`src/rtl/serial_link_nibble_rx_if.sv`:
```
// serial_link_nibble_rx_if: word pop port and status flags of the nibble receiver
interface serial_link_nibble_rx_if;
  logic [31:0] word_o;
  logic        word_valid_o;
  logic        word_ready_i;
  logic        fifo_empty_o;
  logic        fifo_full_o;
  logic        overflow_o;
  logic        frame_err_o;
  modport master (
    output word_o, word_valid_o, fifo_empty_o, fifo_full_o, overflow_o, frame_err_o,
    input  word_ready_i
  );
  modport slave (
    input  word_o, word_valid_o, fifo_empty_o, fifo_full_o, overflow_o, frame_err_o,
    output word_ready_i
  );
endinterface

```
`src/rtl/serial_link_nibble_rx.sv`:
```
// serial_link_nibble_rx: synchronises a 4-bit toggle-strobed lane and assembles nibbles into a word FIFO
module serial_link_nibble_rx #(
  parameter int SYNC_STAGES    = 2,
  parameter int FIFO_DEPTH     = 4,
  parameter int TIMEOUT_CYCLES = 1024
) (
  input  logic                    clk_i,
  input  logic                    rst_ni,
  input  logic [3:0]              lane_i,
  input  logic                    lane_tgl_i,
  input  logic                    clear_i,
  serial_link_nibble_rx_if.master bus
);
  localparam int AW = $clog2(FIFO_DEPTH);
  localparam int MW = $clog2(SYNC_STAGES + 2);
  localparam int TW = $clog2(TIMEOUT_CYCLES + 1);
  typedef enum logic {IDLE, ASSEMBLE} state_t;
  logic [SYNC_STAGES-1:0][3:0] r_lane_s;
  logic [SYNC_STAGES-1:0]      r_tgl_s;
  logic                        r_tgl_q;
  logic [MW-1:0]               r_mask;
  state_t                      r_state;
  logic [2:0]                  r_cnt;
  logic [TW-1:0]               r_tcnt;
  logic [31:0]                 r_acc;
  logic                        r_push;
  logic                        r_ferr;
  logic [FIFO_DEPTH-1:0][31:0] r_mem;
  logic [AW:0]                 r_wp;
  logic [AW:0]                 r_rp;
  logic [31:0]                 r_last;
  logic                        r_ovf;
  logic [3:0]                  w_lane;
  logic                        w_evt;
  logic                        w_empty;
  logic                        w_full;
  logic                        w_pop;
  logic                        w_wr;
  assign w_lane  = r_lane_s[SYNC_STAGES-1];
  assign w_evt   = (r_tgl_s[SYNC_STAGES-1] != r_tgl_q) && (r_mask == '0);
  assign w_empty = r_wp == r_rp;
  assign w_full  = (r_wp[AW] != r_rp[AW]) && (r_wp[AW-1:0] == r_rp[AW-1:0]);
  assign w_pop   = !w_empty && bus.word_ready_i;
  assign w_wr    = r_push && !clear_i && (!w_full || w_pop);
  assign bus.word_o       = w_empty ? r_last : r_mem[r_rp[AW-1:0]];
  assign bus.word_valid_o = !w_empty;
  assign bus.fifo_empty_o = w_empty;
  assign bus.fifo_full_o  = w_full;
  assign bus.overflow_o   = r_ovf;
  assign bus.frame_err_o  = r_ferr;
  // synchronisers, toggle history and the post-reset event mask
  always_ff @(posedge clk_i)
    if (!rst_ni) begin
      r_lane_s <= '0;
      r_tgl_s  <= '0;
      r_tgl_q  <= 1'b0;
      r_mask   <= MW'(SYNC_STAGES + 1);
    end else begin
      r_lane_s <= {r_lane_s[SYNC_STAGES-2:0], lane_i};
      r_tgl_s  <= {r_tgl_s[SYNC_STAGES-2:0], lane_tgl_i};
      r_tgl_q  <= r_tgl_s[SYNC_STAGES-1];
      r_mask   <= (r_mask != '0) ? r_mask - MW'(1) : r_mask;
    end
  // nibble assembly FSM; the completed word is held in r_acc and pushed on the following edge
  always_ff @(posedge clk_i)
    if (!rst_ni || clear_i) begin
      r_state <= IDLE;
      r_cnt   <= '0;
      r_tcnt  <= '0;
      r_push  <= 1'b0;
      r_ferr  <= 1'b0;
      r_acc   <= rst_ni ? r_acc : '0;
    end else begin
      r_push <= 1'b0;
      if (w_evt) begin
        r_acc[{r_cnt, 2'b00} +: 4] <= w_lane;
        r_cnt   <= r_cnt + 3'd1;
        r_tcnt  <= '0;
        r_push  <= r_cnt == 3'd7;
        r_state <= (r_cnt == 3'd7) ? IDLE : ASSEMBLE;
      end else if (r_state == ASSEMBLE && r_tcnt == TW'(TIMEOUT_CYCLES - 1)) begin
        r_state <= IDLE;
        r_cnt   <= '0;
        r_tcnt  <= '0;
        r_ferr  <= 1'b1;
      end else if (r_state == ASSEMBLE) begin
        r_tcnt <= r_tcnt + TW'(1);
      end
    end
  // show-ahead word FIFO with overflow tracking; r_last holds the most recently popped word
  always_ff @(posedge clk_i)
    if (!rst_ni) begin
      r_mem  <= '0;
      r_wp   <= '0;
      r_rp   <= '0;
      r_last <= '0;
      r_ovf  <= 1'b0;
    end else if (clear_i) begin
      r_wp  <= '0;
      r_rp  <= '0;
      r_ovf <= 1'b0;
    end else begin
      if (w_wr) begin
        r_mem[r_wp[AW-1:0]] <= r_acc;
        r_wp <= r_wp + 1'b1;
      end
      if (w_pop) begin
        r_last <= r_mem[r_rp[AW-1:0]];
        r_rp   <= r_rp + 1'b1;
      end
      if (r_push && w_full && !w_pop) r_ovf <= 1'b1;
    end
endmodule
```
`src/flat_wrapper.sv`:
```
// flat-port wrapper written by rule: the top's interface ports become plain ports
module serial_link_nibble_rx_flat 
#(
  parameter int SYNC_STAGES    = 2,
  parameter int FIFO_DEPTH     = 4,
  parameter int TIMEOUT_CYCLES = 1024
)
  (clk_i, rst_ni, lane_i, lane_tgl_i, clear_i, bus_word_o, bus_word_valid_o, bus_fifo_empty_o, bus_fifo_full_o, bus_overflow_o, bus_frame_err_o, bus_word_ready_i);
  serial_link_nibble_rx_if bus_i ();
  input  logic clk_i;
  input  logic rst_ni;
  input  logic [3:0] lane_i;
  input  logic lane_tgl_i;
  input  logic clear_i;
  output wire logic [$bits(bus_i.word_o)-1:0] bus_word_o;
  output wire logic [$bits(bus_i.word_valid_o)-1:0] bus_word_valid_o;
  output wire logic [$bits(bus_i.fifo_empty_o)-1:0] bus_fifo_empty_o;
  output wire logic [$bits(bus_i.fifo_full_o)-1:0] bus_fifo_full_o;
  output wire logic [$bits(bus_i.overflow_o)-1:0] bus_overflow_o;
  output wire logic [$bits(bus_i.frame_err_o)-1:0] bus_frame_err_o;
  input wire logic [$bits(bus_i.word_ready_i)-1:0] bus_word_ready_i;
  assign bus_word_o = bus_i.word_o;
  assign bus_word_valid_o = bus_i.word_valid_o;
  assign bus_fifo_empty_o = bus_i.fifo_empty_o;
  assign bus_fifo_full_o = bus_i.fifo_full_o;
  assign bus_overflow_o = bus_i.overflow_o;
  assign bus_frame_err_o = bus_i.frame_err_o;
  assign bus_i.word_ready_i = bus_word_ready_i;
  serial_link_nibble_rx #(.SYNC_STAGES(SYNC_STAGES), .FIFO_DEPTH(FIFO_DEPTH), .TIMEOUT_CYCLES(TIMEOUT_CYCLES)) u_core (.clk_i(clk_i), .rst_ni(rst_ni), .lane_i(lane_i), .lane_tgl_i(lane_tgl_i), .clear_i(clear_i), .bus(bus_i));
endmodule
```
`config.mk`:
```
export PLATFORM = sky130hd
export DESIGN_NAME = serial_link_nibble_rx_flat
export DESIGN_NICKNAME = d
export VERILOG_FILES = /design/src/rtl/serial_link_nibble_rx_if.sv /design/src/rtl/serial_link_nibble_rx.sv /design/src/flat_wrapper.sv
export SDC_FILE = /design/constraint.sdc
export NUM_CORES = 1
export LEC_CHECK = 0
export ABC_CLOCK_PERIOD_IN_PS = 4000
export CAP_MARGIN = 40
export CORE_UTILIZATION = 67
export CTS_BUF_LIST = sky130_fd_sc_hd__clkbuf_4
export CTS_CLUSTER_SIZE = 10
export DETAILED_ROUTE_END_ITERATION = 7
export PLACE_DENSITY = 0.89
export SYNTH_ARGS = -nofsm -noshare
export SYNTH_HDL_FRONTEND = slang
export SYNTH_SLANG_ARGS = --single-unit
```
`constraint.sdc`:
```
create_clock -name clk_i -period 4 [get_ports clk_i]
set_input_delay 1 -clock clk_i [delete_from_list [all_inputs] [get_ports clk_i]]
set_output_delay 1 -clock clk_i [all_outputs]
set_load 0.005 [all_outputs]
```
Word level (Yosys, flattened, before mapping)
Cells that the tools add are included.

cells by class
  order comparisons = 3
  add/subtract/negate cells = 6
  shift-type cells = 2
  mux-type cells = 15
  reductions and logical operators = 27
  equality and inequality tests = 7
  bitwise gates (word level) = 3

operator list
  operator                                                                       number
  32-bit 2-to-1 mux                                                              6
  128-bit bitwise mux                                                            1
  32-bit binary-select mux with 2-bit select                                     1
  32-bit demux with 2-bit select                                                 1
  32-bit bitwise mux                                                             1
  4-bit by 7-bit variable shift with 32-bit output (first input constant)        1
  4-bit by 7-bit variable part select with 32-bit output                         1
  11-bit by 1-bit adder with 11-bit output (second input constant)               1
  11-bit by 10-bit == test with 1-bit output (second input constant)             1
  3-bit by 1-bit adder with 3-bit output (second input constant)                 3
  1-bit logical AND                                                              9
  2-bit AND reduction                                                            4
  5-bit negation with 7-bit output                                               1
  2-bit by 3-bit less-than comparator with 1-bit output (second input constant)  2
  3-bit 2-to-1 mux                                                               2
  2-bit nonzero test                                                             3
  1-bit zero test                                                                5
  2-bit OR reduction                                                             2
  3-bit == test                                                                  1
  3-bit == test (second input constant)                                          1
  1-bit 2-to-1 mux                                                               3
  1-bit NOT                                                                      3
  3-bit OR reduction                                                             1
  2-bit == test                                                                  1
  6 further kinds                                                                8

storage, ports and cells
  flip-flop bits (word level) = 229
  output and inout bits = 37
  input bits = 9
  logic and storage cells = 82

Longest topological paths before layout
  depth in word-level cells = 6
  mapped depth = 8
  mapped depth without buffers = 7

Worst setup path after synthesis
No wires, ideal clock.

  kind = input-to-reg
  start point = in rst_ni
  end point = reg u_core.r_acc[0] (enable)
  data arrival time = 2342 ps
  data required time = 3611 ps
  buffers on the path = 2
  library setup time = 389 ps
  path slack = 1268 ps
  cell stages on the path = 4
  cells stage by stage = clkbuf_1 > clkbuf_1 > nand4_1 > nand2_1

between the ends
  word-level cells in the longest chain between the ends = 4
  elaborated cells on any way between the ends = 5
  those cells by class = eq/ne: 1; reduce/logical: 4

ends and longest elaborated chain
  element                                                                       line                         source
  start, declared                                                               flat_wrapper.sv:11           input logic rst_ni;
  1-bit zero test                                                               -
  1-bit logical OR                                                              serial_link_nibble_rx.sv:66  if (!rst_ni || clear_i) begin
  2-bit inequality test (no source line) or 2-bit nonzero test (tied branches)  -
  2-bit AND reduction (no source line) *                                        -
  end signal, assigned                                                          serial_link_nibble_rx.sv:72  r_acc <= rst_ni ? r_acc : '0;
  end signal, assigned by index                                                 serial_link_nibble_rx.sv:76  r_acc[{r_cnt, 2'b00} +: 4] <= w_lane;
  end, declared                                                                 serial_link_nibble_rx.sv:25  logic [31:0] r_acc;

Mark *: on every way between the ends. The rest lies on a longest branch, timed or not.
A chain may end at the register's enable or synchronous reset.

Final worst setup path
  start point = reg u_core.r_wp[1]
  end point = out bus_word_o[8]

between the ends
  word-level cells in the longest chain between the ends = 2

ends and longest elaborated chain
  element                 line                          source
  start, declared         serial_link_nibble_rx.sv:29   logic [AW:0] r_wp;
  start signal, assigned  serial_link_nibble_rx.sv:105  r_wp <= r_wp + 1'b1;
  3-bit == test           serial_link_nibble_rx.sv:41   assign w_empty = r_wp == r_rp;
  32-bit 2-to-1 mux       serial_link_nibble_rx.sv:45   assign bus.word_o = w_empty ? r_last : r_mem[r_rp[AW-1:0]];
  end, declared           flat_wrapper.sv:15            output wire logic [$bits(bus_i.word_o)-1:0] bus_word_o;

Every way passes these cells.

==> flow_summary.toml <==
[run_status]
status = "complete, no violations"

[layout]
filler_cell_count = 891
final_nets = 1017
final_core_util_pct = 77.7
drive_gt1_share_pct = 17.5
area_growth_pct = 11.3

[cts]
cts_made_buffers = 55
cts_tree = "built"
clockRootBuffer = "clkbuf_4"
cts.path.max_buffers = 3
clkLatencyLatePin_ns = 0.68
cts_max_level = 2
clock-sinks = 229
clk_pin_slew_ns = 0.06
hold_buffers = 0

[timing]
report.final.slew_viol_count = 0
finalCritPeriodShare_pct = 97.0
tns_ns = 0
relSlewSlack_pct = 37.9
worstMarginPinSlew_ns = 0.929
hold_viol_final = 0
skew_ns = 0.0464
rsz0062_at_grt = "no"
clock.fmax_ghz = 0.258
fin_crit_ns = 3.88
setup_viol = 0

[flow_run]
drv_cap = 0

[global_routing]
grt_usage_pct = 28.4
use_met3_pct = 5.30
use_met2_pct = 48.6
grt_max_degree = 99
overflow = 0
grt_pass1_wl_mm = 33.8
grt_util_met1_pct = 34.6
grt_pass1_vias = 7219
top_usage_layer = "met2"
antenna_found_initial = 1

[placement]
dpl.hpwl_mm = 12.0
place_congestion = 0.802
portBuffers = 45

[synthesis]
post-synth-top-area-cell = "dfxtp_1"
synth-edff-count = 32
synth_most_common_cell = "dfxtp_1"
ys_warn_count = 0
synth_area_per_cell_sq_um = 10.3
ys_seq_elements = 229
async_reset_ff_share_pct = 0
netlist_instances = 958
synth_top_area_share_pct = 40.1
ys_types = 46
synth_nets = 979
synth_top_flop_cell = "dfxtp_1"
syn_area_sq_mm = 0.00984
synth_common_cells = "dfxtp_1 (197), nand3_1 (133), o21ai_0 (111)"
synth_area_leaders = "dfxtp_1 (40%), edfxtp_1 (9.8%), mux4_2 (7.3%)"
ys_seq_area_share_pct = 49.9

[critical_path]
critPathCaptureType = "output port"
crit_type = "flip-flop to output port"
crit_fanout = 12
reg2reg_depth = 7
crit_required_ns = 3.00
crit_arrival_ns = 2.88
critPathLaunchType = "flip-flop"

[floorplanning]
boundaryPins = 46
dieHeight_um = 123
die-width_um = 123
rows = 43
dieArea_sq_mm = 0.0152
core_sq_mm = 0.0141
start_util_pct = 69.8

[drt]
drtIter0Drc = 701
remaining_drc_errors = 0
ant_nets = 0
via_per_inst = 6.07
drt_first_pass_iters = 7
wire_per_inst_um = 17.3
vias = 7329
wirelength_mm = 20.9

[worst_hold_path]
hold_class = "flip-flop to flip-flop"
holdPathStages = 1

[power]
p_leak_nw = 3.90
p_per_area_mw_per_mm2 = 399
ir_worst_vdd_uv = 238
==> through the flow <==
step	total power (W)	setup WS [ns]	std cells	area, sq um	hold WS [ns]
after global placement	0.00254	0.843	1117	10300	0.415
final	0.00437	0.121	1207	10900	0.411
after global routing	0.00453	0.0295	1207	10900	0.442
after floorplan	0.00251	1.27	958	9840	0.412
after CTS	0.00439	0.0488	1204	10900	0.415
after detailed placement	0.00255	0.764	1117	10300	0.422
==> state kept, by name, summed over array words and instances, names as in the netlist, 4 cells and up <==
register	flops
u_core.r_acc	32
u_core.r_last	32
u_core.r_tcnt	11
u_core.r_mem	128
u_core.r_lane_s	4
u_core.w_lane	4
==> cells in the final DEF, fill, tap and decap left out, types with 4 or more instances in the layout <==
master and instances:
inv_1 11, nand2_1 107, ha_1 12, xnor2_1 5, buf_4 13, nor2_1 53, mux2i_1 67, o21ai_0 111
nand4_1 5, and2_1 13, clkdlybuf4s50_1 44, edfxtp_1 32, o21ai_1 18, dfxtp_1 196, mux2_2 33, clkbuf_4 83
xor2_1 10, nand3_1 133, mux4_2 32, a21oi_1 4
==> power breakdown <==
part	switching [W]	internal [W]
clock network	0.000877	0.000991
logic	0.0000886	0.0000365
registers	0.0000190	0.00236
total	0.000984	0.00339
==> worst paths after layout <==
kind / startpoint / end / slack (ns)
hold reg to reg: u_core.r_lane_s[1] / u_core.w_lane[1] / 0.41
setup reg to reg: u_core.r_cnt[0] / u_core.r_acc[29] / 1.37
setup / recovery: u_core.r_wp[1] / bus_word_o[8] / 0.12
hold / removal: u_core.r_lane_s[1] / u_core.w_lane[1] / 0.41
==> metal layers <==
metal / vias up / share of wire, %
li1: 3490 / -
met1: 3549 / 41
met2: 244 / 51
met3: 46 / 5.4
met4: 0 / 2.3
met5: - / 0
==> critical path, stage by stage, from the launching register on <==
cell	delay [ns]
dfxtp_1	0.51
xor2_4	0.10
buf_4	0.20
or3_1	0.41
buf_4	0.23
mux2_2	0.25
clkdlybuf4s50_1	0.52
==> layout make-up <==
class | instances | area [sq um] | share of cell area [%]
Sequential cell | 229 | 4910 | 44.8
Tap cell | 180 | 225 | 2.06
Timing Repair Buffer | 62 | 621 | 5.67
Antenna cell | 1 | 2.50 | 0.0229
Clock inverter | 4 | 41.3 | 0.377
Inverter | 11 | 41.3 | 0.377
Clock buffer | 83 | 623 | 5.69
Multi-Input combinational cell | 637 | 4490 | 41.0
==> logic make-up (layout without fill, tap and decap cells) <==
kind of cell	after synthesis	in the layout	synth area share [%]
compound gates	144	144	8.24
xor+xnor	18	18	2.06
fa+ha+maj	12	12	1.53
buf+inv	92	160	4.91
flops	229	229	49.9
mux	132	132	17.9
other cells	0	1	0
simple gates	331	331	15.5
==> repair_timing <==
action,CTS,global route
resized for setup,0,1
buffers inserted,0,2
setup endpoints to repair,0,21
(Power assumes the default switching activity.)
